File: config.mk
export PLATFORM = sky130hd
export DESIGN_NAME = hex_display_scanner
export DESIGN_NICKNAME = d
export VERILOG_FILES = /design/src/rtl/hex_display_pkg.sv /design/src/rtl/hex_to_seg.sv /design/src/rtl/hex_display_scanner.sv
export SDC_FILE = /design/constraint.sdc
export NUM_CORES = 1
export LEC_CHECK = 0
export ABC_CLOCK_PERIOD_IN_PS = 20900
export BUFFER_PORTS_ARGS = -buffer_cell sky130_fd_sc_hd__buf_2
export CAP_MARGIN = 25
export CORE_MARGIN = 1
export CORE_UTILIZATION = 29
export DETAILED_ROUTE_END_ITERATION = 10
export SYNTH_ARGS = -nofsm -noshare
export SYNTH_HDL_FRONTEND = slang
export SYNTH_HIERARCHICAL = 1
export SYNTH_SLANG_ARGS = --single-unit
File: constraint.sdc
create_clock -name clk -period 20.9 [get_ports clk]
set_input_delay 5.225 -clock clk [delete_from_list [all_inputs] [get_ports clk]]
set_output_delay 5.225 -clock clk [all_outputs]
set_load 0.05 [all_outputs]
File: src/rtl/hex_display_pkg.sv
// Shared types and constants for the multiplexed hex display scanner:
// active-low segment vector (seg[0]=a .. seg[6]=g) and the hex glyph table.
package hex_display_pkg;

    typedef logic [0:6] seg_t;

    localparam seg_t SEG_BLANK = 7'h7F;

    localparam seg_t SEG_TABLE [16] = '{
        7'h01, 7'h4F, 7'h12, 7'h06, 7'h4C, 7'h24, 7'h20, 7'h0F,
        7'h00, 7'h04, 7'h08, 7'h60, 7'h31, 7'h42, 7'h30, 7'h38
    };

endpackage

File: src/rtl/hex_to_seg.sv
// Combinational nibble to active-low seven-segment glyph lookup.
module hex_to_seg
    import hex_display_pkg::*;
(
    input  logic [3:0] i_nibble,
    output seg_t       o_seg
);

    assign o_seg = SEG_TABLE[i_nibble];

endmodule

File: src/rtl/hex_display_scanner.sv
// Time-multiplexed hex display driver: one digit per slot, frame-synchronous
// updates, leading-zero blanking and PWM brightness on the digit selects.
module hex_display_scanner
    import hex_display_pkg::*;
#(
    parameter int NUM_DIGITS    = 6,
    parameter int SCAN_DIV      = 50000,
    parameter int BLANK_LEADING = 1
) (
    input  logic                    clk,
    input  logic                    reset_n,
    input  logic [4*NUM_DIGITS-1:0] value,
    input  logic [NUM_DIGITS-1:0]   dp_in,
    input  logic [NUM_DIGITS-1:0]   digit_en,
    input  logic [3:0]              brightness,
    input  logic                    load,
    output seg_t                    seg,
    output logic                    dp_n,
    output logic [NUM_DIGITS-1:0]   an_n,
    output logic                    update_pending,
    output logic                    frame_start
);

    localparam int TW    = $clog2(SCAN_DIV);
    localparam int DW    = (NUM_DIGITS > 1) ? $clog2(NUM_DIGITS) : 1;
    localparam int SLICE = SCAN_DIV / 16;

    logic [TW-1:0]           r_tick;
    logic [DW-1:0]           r_digit;

    logic [4*NUM_DIGITS-1:0] r_stg_val;
    logic [NUM_DIGITS-1:0]   r_stg_dp;
    logic [NUM_DIGITS-1:0]   r_stg_en;
    logic [3:0]              r_stg_bri;
    logic                    r_pending;

    logic [4*NUM_DIGITS-1:0] r_dsp_val;
    logic [NUM_DIGITS-1:0]   r_dsp_dp;
    logic [NUM_DIGITS-1:0]   r_dsp_en;
    logic [3:0]              r_dsp_bri;

    seg_t                    r_seg;
    logic                    r_dp_n;
    logic [NUM_DIGITS-1:0]   r_an_n;
    logic                    r_frame_start;

    logic                    w_frame;
    logic                    w_apply;
    logic [4*NUM_DIGITS-1:0] w_val;
    logic [NUM_DIGITS-1:0]   w_dp;
    logic [NUM_DIGITS-1:0]   w_en;
    logic [3:0]              w_bri;
    logic [NUM_DIGITS-1:0]   w_upper_zero;
    logic [DW+1:0]           w_nib_base;
    logic [3:0]              w_nibble;
    seg_t                    w_seg_dec;
    logic                    w_blank;
    logic [TW:0]             w_on_full;
    logic [TW:0]             w_thr;
    logic                    w_lit;
    logic [NUM_DIGITS-1:0]   w_an_next;

    assign w_frame = (r_tick == '0) && (r_digit == '0);
    assign w_apply = w_frame && r_pending;

    // The frame's first slot must already show the newly applied data, so the
    // output path looks through the staging register on the swap cycle.
    assign w_val = w_apply ? r_stg_val : r_dsp_val;
    assign w_dp  = w_apply ? r_stg_dp  : r_dsp_dp;
    assign w_en  = w_apply ? r_stg_en  : r_dsp_en;
    assign w_bri = w_apply ? r_stg_bri : r_dsp_bri;

    always_comb begin
        logic w_run;
        w_run = 1'b1;
        for (int k = NUM_DIGITS - 1; k >= 0; k--) begin
            w_run           = w_run & (w_val[4*k +: 4] == 4'h0);
            w_upper_zero[k] = w_run;
        end
    end

    assign w_nib_base = {r_digit, 2'b00};
    assign w_nibble   = w_val[w_nib_base +: 4];

    hex_to_seg u_hex_to_seg (
        .i_nibble (w_nibble),
        .o_seg    (w_seg_dec)
    );

    assign w_blank = !w_en[r_digit] ||
                     ((BLANK_LEADING != 0) && (r_digit != '0) && w_upper_zero[r_digit]);

    // Last tick of every slot stays dark so segment changes never ghost.
    assign w_on_full = (TW+1)'({1'b0, w_bri} + 5'd1) * (TW+1)'(SLICE);
    assign w_thr     = (w_on_full > (TW+1)'(SCAN_DIV - 1)) ? (TW+1)'(SCAN_DIV - 1) : w_on_full;
    assign w_lit     = ({1'b0, r_tick} < w_thr) && !w_blank;

    always_comb begin
        w_an_next          = '1;
        w_an_next[r_digit] = !w_lit;
    end

    always_ff @(posedge clk or negedge reset_n) begin
        if (!reset_n) begin
            r_tick  <= '0;
            r_digit <= '0;
        end else if (r_tick == TW'(SCAN_DIV - 1)) begin
            r_tick  <= '0;
            r_digit <= (r_digit == DW'(NUM_DIGITS - 1)) ? '0 : r_digit + DW'(1);
        end else begin
            r_tick  <= r_tick + TW'(1);
        end
    end

    // load is a single-cycle strobe with no back-pressure: every asserted cycle
    // overwrites the stage; the stage moves to the display only at frame start.
    always_ff @(posedge clk or negedge reset_n) begin
        if (!reset_n) begin
            r_stg_val <= '0;
            r_stg_dp  <= '0;
            r_stg_en  <= '1;
            r_stg_bri <= 4'hF;
            r_pending <= 1'b0;
            r_dsp_val <= '0;
            r_dsp_dp  <= '0;
            r_dsp_en  <= '1;
            r_dsp_bri <= 4'hF;
        end else begin
            if (w_apply) begin
                r_dsp_val <= r_stg_val;
                r_dsp_dp  <= r_stg_dp;
                r_dsp_en  <= r_stg_en;
                r_dsp_bri <= r_stg_bri;
            end
            if (load) begin
                r_stg_val <= value;
                r_stg_dp  <= dp_in;
                r_stg_en  <= digit_en;
                r_stg_bri <= brightness;
                r_pending <= 1'b1;
            end else if (w_frame) begin
                r_pending <= 1'b0;
            end
        end
    end

    always_ff @(posedge clk or negedge reset_n) begin
        if (!reset_n) begin
            r_seg         <= SEG_BLANK;
            r_dp_n        <= 1'b1;
            r_an_n        <= '1;
            r_frame_start <= 1'b0;
        end else begin
            r_seg         <= w_blank ? SEG_BLANK : w_seg_dec;
            r_dp_n        <= w_blank ? 1'b1 : !w_dp[r_digit];
            r_an_n        <= w_an_next;
            r_frame_start <= w_frame;
        end
    end

    assign seg            = r_seg;
    assign dp_n           = r_dp_n;
    assign an_n           = r_an_n;
    assign frame_start    = r_frame_start;
    assign update_pending = r_pending;

endmodule

==> results of run 1 <==
cells in the mapped netlist (3+ instances only):
library cell	instances
a21oi_1	11
xor2_1	14
a21o_1	6
dfrtp_1	81
buf_1	3
or2b_1	3
o211ai_1	4
nand2_1	108
o21a_1	5
or3_1	4
ha_1	53
nor2_1	20
mux2_2	62
inv_1	18
nor3_1	13
o21ai_0	20
xnor2_1	17
and3_1	10
nand3_1	23
or4_1	6
nor4_1	10
nand2b_1	8
nand4_1	9
nor2b_1	3
clkbuf_1	13
mux2i_1	12
dfstp_2	34
buf_6	4
final cells by class:
cell class                      instances  area share, %
Multi-Input combinational cell        467           45.0
Sequential cell                       115           37.2
Clock buffer                           21           6.00
Timing Repair Buffer                   64           4.47
Tap cell                              280           4.47
Clock inverter                         11           1.91
Inverter                               20          0.957
sequential cells by signal, indices dropped and copies added (netlist names):
register	count
r_dsp_dp	6
r_stg_bri	4
an_n	6
dp_n	1
r_stg_dp	6
update_pending	1
r_dsp_bri	4
r_dsp_en	6
r_stg_en	6
r_dsp_val	24
r_stg_val	24
r_digit	3
r_tick	16
seg	7
frame_start	1
layer usage:
metal / vias to the layer above / global-route usage (%) / part of all wire, %
li1: 2362 / - / -
met1: 2354 / 18.3 / 48
met2: 82 / 22.8 / 48
met3: 12 / 3.71 / 3.2
met4: 0 / 3.75 / 0.79
met5: - / 0 / 0
worst paths after layout:
path,start,to,slack [ns],cells after the start
setup / recovery,r_digit[0],an_n[2],12.49,30
hold / removal,r_dsp_en[3],r_dsp_en[3],0.45,2
setup reg to reg,r_digit[0],an_n[2],12.49,30
hold reg to reg,r_dsp_en[3],r_dsp_en[3],0.45,2
min in group asynchronous,reset_n,r_dsp_dp[2],4.86,1
max in group asynchronous,reset_n,frame_start,14.81,2
cells by family after synthesis:
| group | Yosys count | synth area share, % |
|---|---|---|
| flip-flops | 115 | 44.0 |
| AO/OA/AOI/OAI | 75 | 8.27 |
| buffers and inverters | 42 | 2.90 |
| multiplexers | 76 | 13.1 |
| AND/OR/NAND/NOR | 231 | 17.4 |
| adder cells (fa/ha/maj) | 54 | 10.3 |
| XOR/XNOR | 31 | 4.09 |
metrics by stage:
step	area (um2)	hold slack [ns]	power (mW)	utilization (%)
floorplan	6640	0.432	0.304	-
global placement	7200	0.441	0.332	32.5
detailed placement	7200	0.445	0.332	32.5
CTS	7820	0.454	0.637	35.3
global route	7840	0.478	0.658	35.4
finish	7840	0.452	0.631	35.4
tightest hold or removal path: cells and delay by family (launching register included):
| family | cells | cell delay, ns |
|---|---|---|
| flops | 1 | 0.36 |
| simple gates | 2 | 0.08 |
power by group through the flow:
stage | Clock, mW | Sequential (mW) | Combinational, mW
floorplan | 0 | 0.251 | 0.0533
global placement | 0 | 0.251 | 0.0813
detailed placement | 0 | 0.251 | 0.0814
CTS | 0.308 | 0.247 | 0.0820
global route | 0.318 | 0.249 | 0.0907
finish | 0.303 | 0.247 | 0.0811
==> metrics.md, run 1 <==
| Metric | Value |
|---|---|
| Initial core utilization | 30.0% |
| Leading area contributor after synthesis | dfrtp_1 |
| Leak | 3.62 nW |
| Final Slew Violations | 0 |
| Largest net degree at the start of global routing | 59 |
| Die Span X | 153 um |
| Site row count | 54 |
| Clock sink count | 115 |
| Worst Path Required | 21.22 ns |
| Post-DP HPWL | 11.3 mm |
| Clock Tree Root | clkbuf_16 |
| Syn_area_per_cell | 10.6 um2 |
| Vias post-DR | 4810 |
| Run status | completed |
| Worst rel slew slack | 46.8% |
| Final Non-Filler Cells | 978 |
| Commonest non-fill, non-tap cells in the layout | 108 x nand2_1, 81 x dfrtp_1, 62 x mux2_2, 57 x buf_2, 53 x ha_1 |
| Final worst setup slack | 12.49 ns |
| Port bufs | 58 |
| Pint | 0.471 mW |
| Min-Delay Path Class | register to register |
| Actual slew at the worst max-slew pin | 0.790 ns |
| Clk_lat worst skew | 0.42 ns |
| Main synth FF type | dfrtp_1 |
| Clock power share | 48.0% |
| WL final | 15.4 mm |
| DR iter-0 viols | 295 |
| CP Class | register to register |
| Sw power | 0.159 mW |
| TritonCTS buffer count | 17 |
| Final Cycle Share | 40.2% |
| Clk_skew | 0.00847 ns |
| Asr flop ratio synth | 100% |
| Vias/cell | 4.92 |
| GRT Total Usage | 14.0% |
| Pre-antenna DRT Iters | 4 |
| Worst IR Drop VDD | 0.0000468 V |
| Gr ovfl total | 0 |
| Post-synth top area share | 30.5% |
| Synth cell types | 71 |
| Power share of the combinational group | 12.9% |
| Post_cts resized | 0 |
| FMAX | 119 MHz |
| Setup TNS | 0 ns |
| Commonest non-fill, non-tap cell in the layout | nand2_1 |
| Flop pwr share | 39.2% |
| Max Cap Viol | 0 |
| Area grow syn2layout | 18.1% |
| Arr. time, crit path | 8.72 ns |
| Longest Clk Path Bufs | 2 |
| Antenna diodes | 0 |
| Setup Buffers After CTS | 0 |
| Multi-input gate area | 3530 um2 |
| Core Region | 22200 um2 |
| Die Y | 153 um |
| CP Launch Type | register |
| Post-synth EDFFs | 0 |
| CTS tree | built |
| Register area share after synthesis | 44.0% |
| First-pass GRT wire length | 25.5 mm |
| Syn Nets | 721 |
| Most common cell on crit path | ha_1 |
| Post-route ant nets | 0 |
| Worst path bufs/invs | 2 |
| Final Hold Fails | 0 |
| Wire per inst | 15.7 um |
| Power Density | 80.4 nW/um2 |
| CP max FO | 32 |
| Crit path capture type | register |
| Num ports | 59 |
| Drt drc | 0 |
| Clock slew at reported path FFs | 0.05 ns |
| Mapped Cells | 624 |
| Yosys warns | 6 |
| Dpl cells | 945 |
| RD Place Congestion | 0.878 |
| Die ar. | 23500 um2 |
| Final setup viols | 0 |
| Syn Std Cell Area | 6640 um2 |
| Largest cells by area after synthesis | dfrtp_1 31%, dfstp_2 13%, mux2_2 11% |
| Reg area | 2920 um2 |
| Largest delay share family, worst path | simple AND/OR/NAND/NOR gates |
| Pre-CTS setup slack | 12.55 ns |
| RSZ-0062 raised after global routing | false |
| Vias in the first global route | 4683 |
| Initial antenna violation count | 0 |
| Worst path slowest cell | dfrtp_1 |
| Net Sw Frac | 25.3% |
| Post-route minimum period | 8.41 ns |
| Final nets | 782 |
| Hold buffer count at cts | 0 |
| Filler Cells Inserted | 2252 |
| Layout cells sized above 1 | 29.8% |
| H-tree depth | 4 |
| Worst path max stage delay | 0.64 ns |
| Yosys reg bits | 115 |
Note: power is estimated with default switching activity, not from simulation.
==> inputs of run 2 (changes only) <==
--- a/config.mk
+++ b/config.mk
@@ -5,7 +5,7 @@
 export SDC_FILE = /design/constraint.sdc
 export NUM_CORES = 1
 export LEC_CHECK = 0
-export ABC_CLOCK_PERIOD_IN_PS = 20900
+export ABC_CLOCK_PERIOD_IN_PS = 7500
 export BUFFER_PORTS_ARGS = -buffer_cell sky130_fd_sc_hd__buf_2
 export CAP_MARGIN = 25
 export CORE_MARGIN = 1
==> constraint.sdc (replaced) <==
create_clock -name clk -period 7.5 [get_ports clk]
set_input_delay 1.875 -clock clk [delete_from_list [all_inputs] [get_ports clk]]
set_output_delay 1.875 -clock clk [all_outputs]
set_load 0.05 [all_outputs]
==> run 2 against run 1 <==
Maximum frequency up 18%; core utilization grew 0.96 points; hold slack about the same; clock power rose to 2.6 times the previous value; sequential cell count unchanged; routed wire length increased by 5.2%; critical path depth rose by 2; power grew to 2.7 times the previous value; sequential share of layout area shrank 0.98 points; sequential power grew to 2.8 times the previous value; die area unchanged; combinational power grew to 2.8 times the previous value; critical endpoint unchanged; largest cell class unchanged; highest routed layer unchanged.
==> metrics.md, run 2 (same netlist as run 1, synthesis figures left out) <==
| Metric | Value |
|---|---|
| Run status | completed (unchanged) |
| Multi-input gate area | 3620 um2 (was 3530 um2) |
| Largest delay share family, worst path | compound AO/OA/AOI/OAI gates (was simple AND/OR/NAND/NOR gates) |
| Largest regs | r_dsp_val: 24 flops, r_stg_val: 24 flops, r_tick: 16 flops (unchanged) |
| H-tree depth | 4 (unchanged) |
| Flop pwr share | 40.6% (was 39.2%) |
| Clock slew at reported path FFs | 0.05 ns (about the same) |
| Final Non-Filler Cells | 1002 (was 978) |
| Post-DP HPWL | 11.7 mm (was 11.3 mm) |
| Clk_skew | 0.0102 ns (was 0.00847 ns) |
| Pre-antenna DRT Iters | 4 (unchanged) |
| CP Launch Type | register (unchanged) |
| Clock power share | 45.8% (was 48.0%) |
| R2R depth | 32 (was 30) |
| Worst path max stage delay | 0.55 ns (was 0.64 ns) |
| Gr ovfl total | 0 (unchanged) |
| Initial antenna violation count | 0 (unchanged) |
| Die Y | 153 um (unchanged) |
| WHS | 0.452 ns (about the same) |
| Die Span X | 153 um (unchanged) |
| Vias in the first global route | 4899 (was 4683) |
| Vias/cell | 4.94 (was 4.92) |
| Longest Clk Path Bufs | 2 (unchanged) |
| Clock Tree Root | clkbuf_16 (unchanged) |
| Crit. path cell count | 32 (was 30) |
| Worst rel slew slack | 48.1% (was 46.8%) |
| Initial core utilization | 30.0% (unchanged) |
| TritonCTS buffer count | 17 (unchanged) |
| Drt drc | 0 (unchanged) |
| Pint | 1.25 mW (was 0.471 mW) |
| Core Region | 22200 um2 (unchanged) |
| DR iter-0 viols | 296 (was 295) |
| Arr. time, crit path | 7.43 ns (was 8.72 ns) |
| Filler Cells Inserted | 2214 (was 2252) |
| Setup TNS | 0 ns (unchanged) |
| Final Slew Violations | 0 (unchanged) |
| Max Cap Viol | 0 (unchanged) |
| Critical Path End | an_n[2] (unchanged) |
| Reg area | 2920 um2 (unchanged) |
| Commonest non-fill, non-tap cell in the layout | nand2_1 (unchanged) |
| Crit path capture type | register (unchanged) |
| Final nets | 806 (was 782) |
| Most common cell on crit path | ha_1 (unchanged) |
| Hold buffer count at cts | 0 (unchanged) |
| Worst path bufs/invs | 3 (was 2) |
| Worst reg2reg path endpoint | an_n[2] (unchanged) |
| Post-route minimum period | 7.10 ns (was 8.41 ns) |
| Actual slew at the worst max-slew pin | 0.772 ns (was 0.790 ns) |
| Wire per inst | 16.2 um (was 15.7 um) |
| Power Density | 211 nW/um2 (was 80.4 nW/um2) |
| Layout cells sized above 1 | 33.2% (was 29.8%) |
| Clk_lat worst skew | 0.42 ns (about the same) |
| Sw power | 0.442 mW (was 0.159 mW) |
| Final setup viols | 0 (unchanged) |
| R2R Setup Slk | 0.40 ns (was 12.49 ns) |
| Dpl cells | 962 (was 945) |
| RD Place Congestion | 0.889 (was 0.878) |
| Antenna diodes | 0 (unchanged) |
| Critical Path Start | r_tick[12] (was r_digit[0]) |
| FF-to-FF Start | r_tick[12] (was r_digit[0]) |
| Site row count | 54 (unchanged) |
| Final Hold Fails | 0 (unchanged) |
| Clock sink count | 115 (unchanged) |
| Min-Delay Path Class | register to register (unchanged) |
| Worst path slowest cell | or4_1 (was dfrtp_1) |
| CTS tree | built (unchanged) |
| WL final | 16.2 mm (was 15.4 mm) |
| RSZ-0062 raised after global routing | false (unchanged) |
| Commonest non-fill, non-tap cells in the layout | 107 x nand2_1, 81 x dfrtp_1, 62 x mux2_2, 57 x buf_2, 53 x ha_1 (was 108 x nand2_1, 81 x dfrtp_1, 62 x mux2_2, 57 x buf_2, 53 x ha_1) |
| Power share of the combinational group | 13.6% (was 12.9%) |
| GRT Total Usage | 14.5% (was 14.0%) |
| Power Total | 1.70 mW (was 0.631 mW) |
| CP Class | register to register (unchanged) |
| Port bufs | 58 (unchanged) |
| Die ar. | 23500 um2 (unchanged) |
| Leak | 3.73 nW (was 3.62 nW) |
| Vias post-DR | 4951 (was 4810) |
| Worst IR Drop VDD | 0.000111 V (was 0.0000468 V) |
| FMAX | 141 MHz (was 119 MHz) |
| CP max FO | 7 (was 32) |
| Largest net degree at the start of global routing | 63 (was 59) |
| First-pass GRT wire length | 26.5 mm (was 25.5 mm) |
| Num ports | 59 (unchanged) |
| Post-route ant nets | 0 (unchanged) |
| Area grow syn2layout | 21.3% (was 18.1%) |
| Net Sw Frac | 26.1% (was 25.3%) |
| Final Cycle Share | 94.7% (was 40.2%) |
| Worst Path Required | 7.82 ns (was 21.22 ns) |
==> run 2: changes by cell type in the layout (fill, tap and decap cells not counted), moves of 3 or more <==
cell / change
buf_4: +24
clkbuf_1: +4
clkbuf_8: -3
nor3_1: -3
nor3_2: +3
==> run 2: timing repair <==
item / in CTS / in global routing
gates resized for setup: 2 / 16
setup endpoints to repair: 6 / 6
buffers inserted: 0 / 7
pin swaps: 0 / 5
==> run 2: worst min path at each step <==
stage | from | endpoint | slack, ns | depth (start not counted)
after floorplan | r_dsp_en[3] | r_dsp_en[3] | 0.43 | 2
after global placement | r_dsp_en[2] | r_dsp_en[2] | 0.44 | 2
after detailed placement | r_dsp_en[3] | r_dsp_en[3] | 0.45 | 2
after CTS | r_dsp_en[3] | r_dsp_en[3] | 0.46 | 2
after global routing | r_dsp_en[3] | r_dsp_en[3] | 0.48 | 2
final | r_dsp_en[3] | r_dsp_en[3] | 0.45 | 2
==> run 2: tightest hold or removal path, cell delays in order, from the launching register on <==
cell and delay, ns:
dfstp_2 0.36, nand2_1 0.05, nand2_1 0.04
==> run 2: final cells by class <==
cell class                 count  area share (%)
multi-input combinational    467            45.0
sequential                   115            36.3
timing repair buffer          88            6.59
clock buffer                  22            5.51
tap                          280            4.35
clock inverter                10            1.40
inverter                      20           0.932
==> run 2: power by group through the flow <==
stage	clock network, mW	registers, mW	logic, mW
after floorplan	0	0.699	0.148
after global placement	0	0.698	0.224
after detailed placement	0	0.699	0.226
after CTS	0.794	0.689	0.228
after global routing	0.825	0.694	0.258
final	0.776	0.689	0.231
==> run 2: per-stage QoR <==
step / utilization (%) / setup WS [ns] / instance area [um2]
after floorplan: - / 0.641 / 6640
after global routing: 36.3 / 0.00771 / 8060
after CTS: 35.6 / 0.0172 / 7900
after global placement: 33.1 / 0.229 / 7330
after detailed placement: 33.1 / -0.0587 / 7330
final: 36.3 / 0.398 / 8060
==> run 2: per-layer routing <==
metal / share of wire, % / track usage (%) / wire (um) / vias up
met4: 1.2 / 4.57 / 189 / 0
met3: 3.8 / 3.32 / 612 / 12
met1: 46 / 19.3 / 7400 / 2449
li1: - / - / - / 2400
met2: 49 / 23.2 / 7990 / 90
met5: 0 / 0 / 0 / -
==> inputs of run 3 (changes only) <==
--- a/config.mk
+++ b/config.mk
@@ -11,6 +11,7 @@
 export CORE_MARGIN = 1
 export CORE_UTILIZATION = 29
 export DETAILED_ROUTE_END_ITERATION = 10
+export REMOVE_ABC_BUFFERS = 1
 export SYNTH_ARGS = -nofsm -noshare
 export SYNTH_HDL_FRONTEND = slang
 export SYNTH_HIERARCHICAL = 1
==> run 3 against run 2 <==
Via count fell by 1.5%; core utilization rose by 0.65 points; maximum frequency rose by 0.53%; largest cell class unchanged; power rose by 5.4%.
==> metrics.md, run 3 (same netlist as run 1, synthesis figures left out) <==
| Metric | Value |
|---|---|
| DR iter-0 viols | 300 (was 296) |
| Wire per inst | 15.7 um (was 16.2 um) |
| Power Total | 1.79 mW (was 1.70 mW) |
| Power Density | 218 nW/um2 (was 211 nW/um2) |
| Post-route minimum period | 7.06 ns (was 7.10 ns) |
| Hold Startpoint | r_dsp_en[3] (unchanged) |
| Gr ovfl total | 0 (unchanged) |
| Clock Tree Root | clkbuf_16 (unchanged) |
| Longest Clk Path Bufs | 2 (unchanged) |
| Critical Path Start | r_tick[0] (was r_tick[12]) |
| Actual slew at the worst max-slew pin | 0.764 ns (was 0.772 ns) |
| Area grow syn2layout | 23.5% (was 21.3%) |
| Post-route ant nets | 0 (unchanged) |
| Worst IR Drop VDD | 0.000131 V (was 0.000111 V) |
| FF-to-FF Start | r_tick[0] (was r_tick[12]) |
| Initial antenna violation count | 0 (unchanged) |
| Die ar. | 23500 um2 (unchanged) |
| Met3 Routed Length | 535 um (was 612 um) |
| Clock sink count | 115 (unchanged) |
| Final setup viols | 0 (unchanged) |
| Drt drc | 0 (unchanged) |
| Worst rel slew slack | 48.5% (was 48.1%) |
| Largest net degree at the start of global routing | 76 (was 63) |
| Final Cycle Share | 94.2% (was 94.7%) |
| Final nets | 811 (was 806) |
| Clk_skew | 0.00761 ns (was 0.0102 ns) |
| TritonCTS buffer count | 17 (unchanged) |
| RD Place Congestion | 0.844 (was 0.889) |
| Leak | 3.80 nW (was 3.73 nW) |
| Worst path slowest cell | or4_1 (unchanged) |
| Crit path capture type | register (unchanged) |
| WHS | 0.454 ns (was 0.452 ns) |
| Core Region | 22200 um2 (unchanged) |
| Worst path bufs/invs | 3 (unchanged) |
| Commonest non-fill, non-tap cells in the layout | 107 x nand2_1, 81 x dfrtp_1, 62 x mux2_2, 57 x buf_2, 52 x ha_1 (was 107 x nand2_1, 81 x dfrtp_1, 62 x mux2_2, 57 x buf_2, 53 x ha_1) |
| Most common cell on crit path | ha_1 (unchanged) |
| GRT Total Usage | 14.2% (was 14.5%) |
| Site row count | 54 (unchanged) |
| Max Used Layer | met4 (unchanged) |
| Post-DP HPWL | 11.5 mm (was 11.7 mm) |
| Initial core utilization | 30.0% (unchanged) |
| Die Span X | 153 um (unchanged) |
| CP Class | register to register (unchanged) |
| Worst Path Required | 7.81 ns (was 7.82 ns) |
| Fin util | 37.0% (was 36.3%) |
| Vias/cell | 4.85 (was 4.94) |
| Clock slew at reported path FFs | 0.05 ns (about the same) |
| CP max FO | 9 (was 7) |
| Hold buffer count at cts | 0 (unchanged) |
| CP Launch Type | register (unchanged) |
| Die Y | 153 um (unchanged) |
| CTS tree | built (unchanged) |
| Dpl cells | 966 (was 962) |
| Final Hold Fails | 0 (unchanged) |
| Final Slew Violations | 0 (unchanged) |
| Setup TNS | 0 ns (unchanged) |
| Pre-antenna DRT Iters | 5 (was 4) |
| Num ports | 59 (unchanged) |
| Vias post-DR | 4879 (was 4951) |
| Port bufs | 58 (unchanged) |
| Worst path max stage delay | 0.50 ns (was 0.55 ns) |
| Arr. time, crit path | 7.37 ns (was 7.43 ns) |
| Max Cap Viol | 0 (unchanged) |
| H-tree depth | 4 (unchanged) |
| Largest delay share family, worst path | compound AO/OA/AOI/OAI gates (unchanged) |
| First-pass GRT wire length | 26.1 mm (was 26.5 mm) |
| WL final | 15.8 mm (was 16.2 mm) |
| Final Non-Filler Cells | 1007 (was 1002) |
| Wire length on met2 | 7.65 mm (was 7.99 mm) |
| Min-Delay Path Class | register to register (unchanged) |
| Antenna diodes | 0 (unchanged) |
| Clk_lat worst skew | 0.41 ns (was 0.42 ns) |
| R2R Setup Slk | 0.44 ns (was 0.40 ns) |
| Run status | completed (unchanged) |
| Largest regs | r_dsp_val: 24 flops, r_stg_val: 24 flops, r_tick: 16 flops (unchanged) |
| Commonest non-fill, non-tap cell in the layout | nand2_1 (unchanged) |
| FMAX | 142 MHz (was 141 MHz) |
| Layout cells sized above 1 | 34.5% (was 33.2%) |
| Metal-1 WL | 7.53 mm (was 7.40 mm) |
| Vias in the first global route | 4993 (was 4899) |
| Filler Cells Inserted | 2193 (was 2214) |
==> run 3: stage by stage <==
stage | cell area [um2] | setup WS [ns]
after floorplan | 6520 | 0.0789
after global placement | 7360 | 0.314
after detailed placement | 7360 | -0.00555
after CTS | 8000 | 0.0113
after global routing | 8200 | -0.00315
final | 8200 | 0.436
==> run 3: where the power goes <==
group	total (mW)	internal (mW)	switching (mW)
Combinational	0.234	0.105	0.128
Clock	0.866	0.573	0.292
Sequential	0.689	0.665	0.0238
==> run 3: worst paths after layout <==
path | endpoint | cells after the start
worst min-delay path | r_dsp_en[3] | 2
min in group asynchronous | r_dsp_dp[2] | 1
worst min register to register | r_dsp_en[3] | 2
max in group asynchronous | an_n[0] | 3
worst max-delay path | an_n[2] | 31
worst max register to register | an_n[2] | 31
==> run 3: metal layers <==
metal	vias up	GRT usage [%]
met1	2375	18.8
met5	-	0
li1	2400	-
met2	96	22.8
met4	0	4.47
met3	8	3.37
==> run 3: repair_timing <==
| action | 4_1_cts | 5_1_grt |
|---|---|---|
| resized for setup | 1 | 19 |
| pin swaps | 0 | 8 |
| setup buffers | 0 | 7 |
| endpoints found under the setup margin | 5 | 6 |
==> run 3: final cells by class <==
| cell class | instances | area [um2] | share of cell area [%] |
|---|---|---|---|
| clock buffers | 20 | 457 | 5.57 |
| clock inverters | 12 | 178 | 2.17 |
| inverters | 20 | 75.1 | 0.916 |
| multi-input cells | 467 | 3620 | 44.2 |
| flip-flops and latches | 115 | 2920 | 35.6 |
| well taps | 280 | 350 | 4.27 |
| repair buffers | 93 | 596 | 7.26 |
==> run 3: tightest hold or removal path, delay by kind of cell (launching register included) <==
kind	cells	cell delay, ns
DFF	1	0.37
and+or+nand+nor	2	0.09
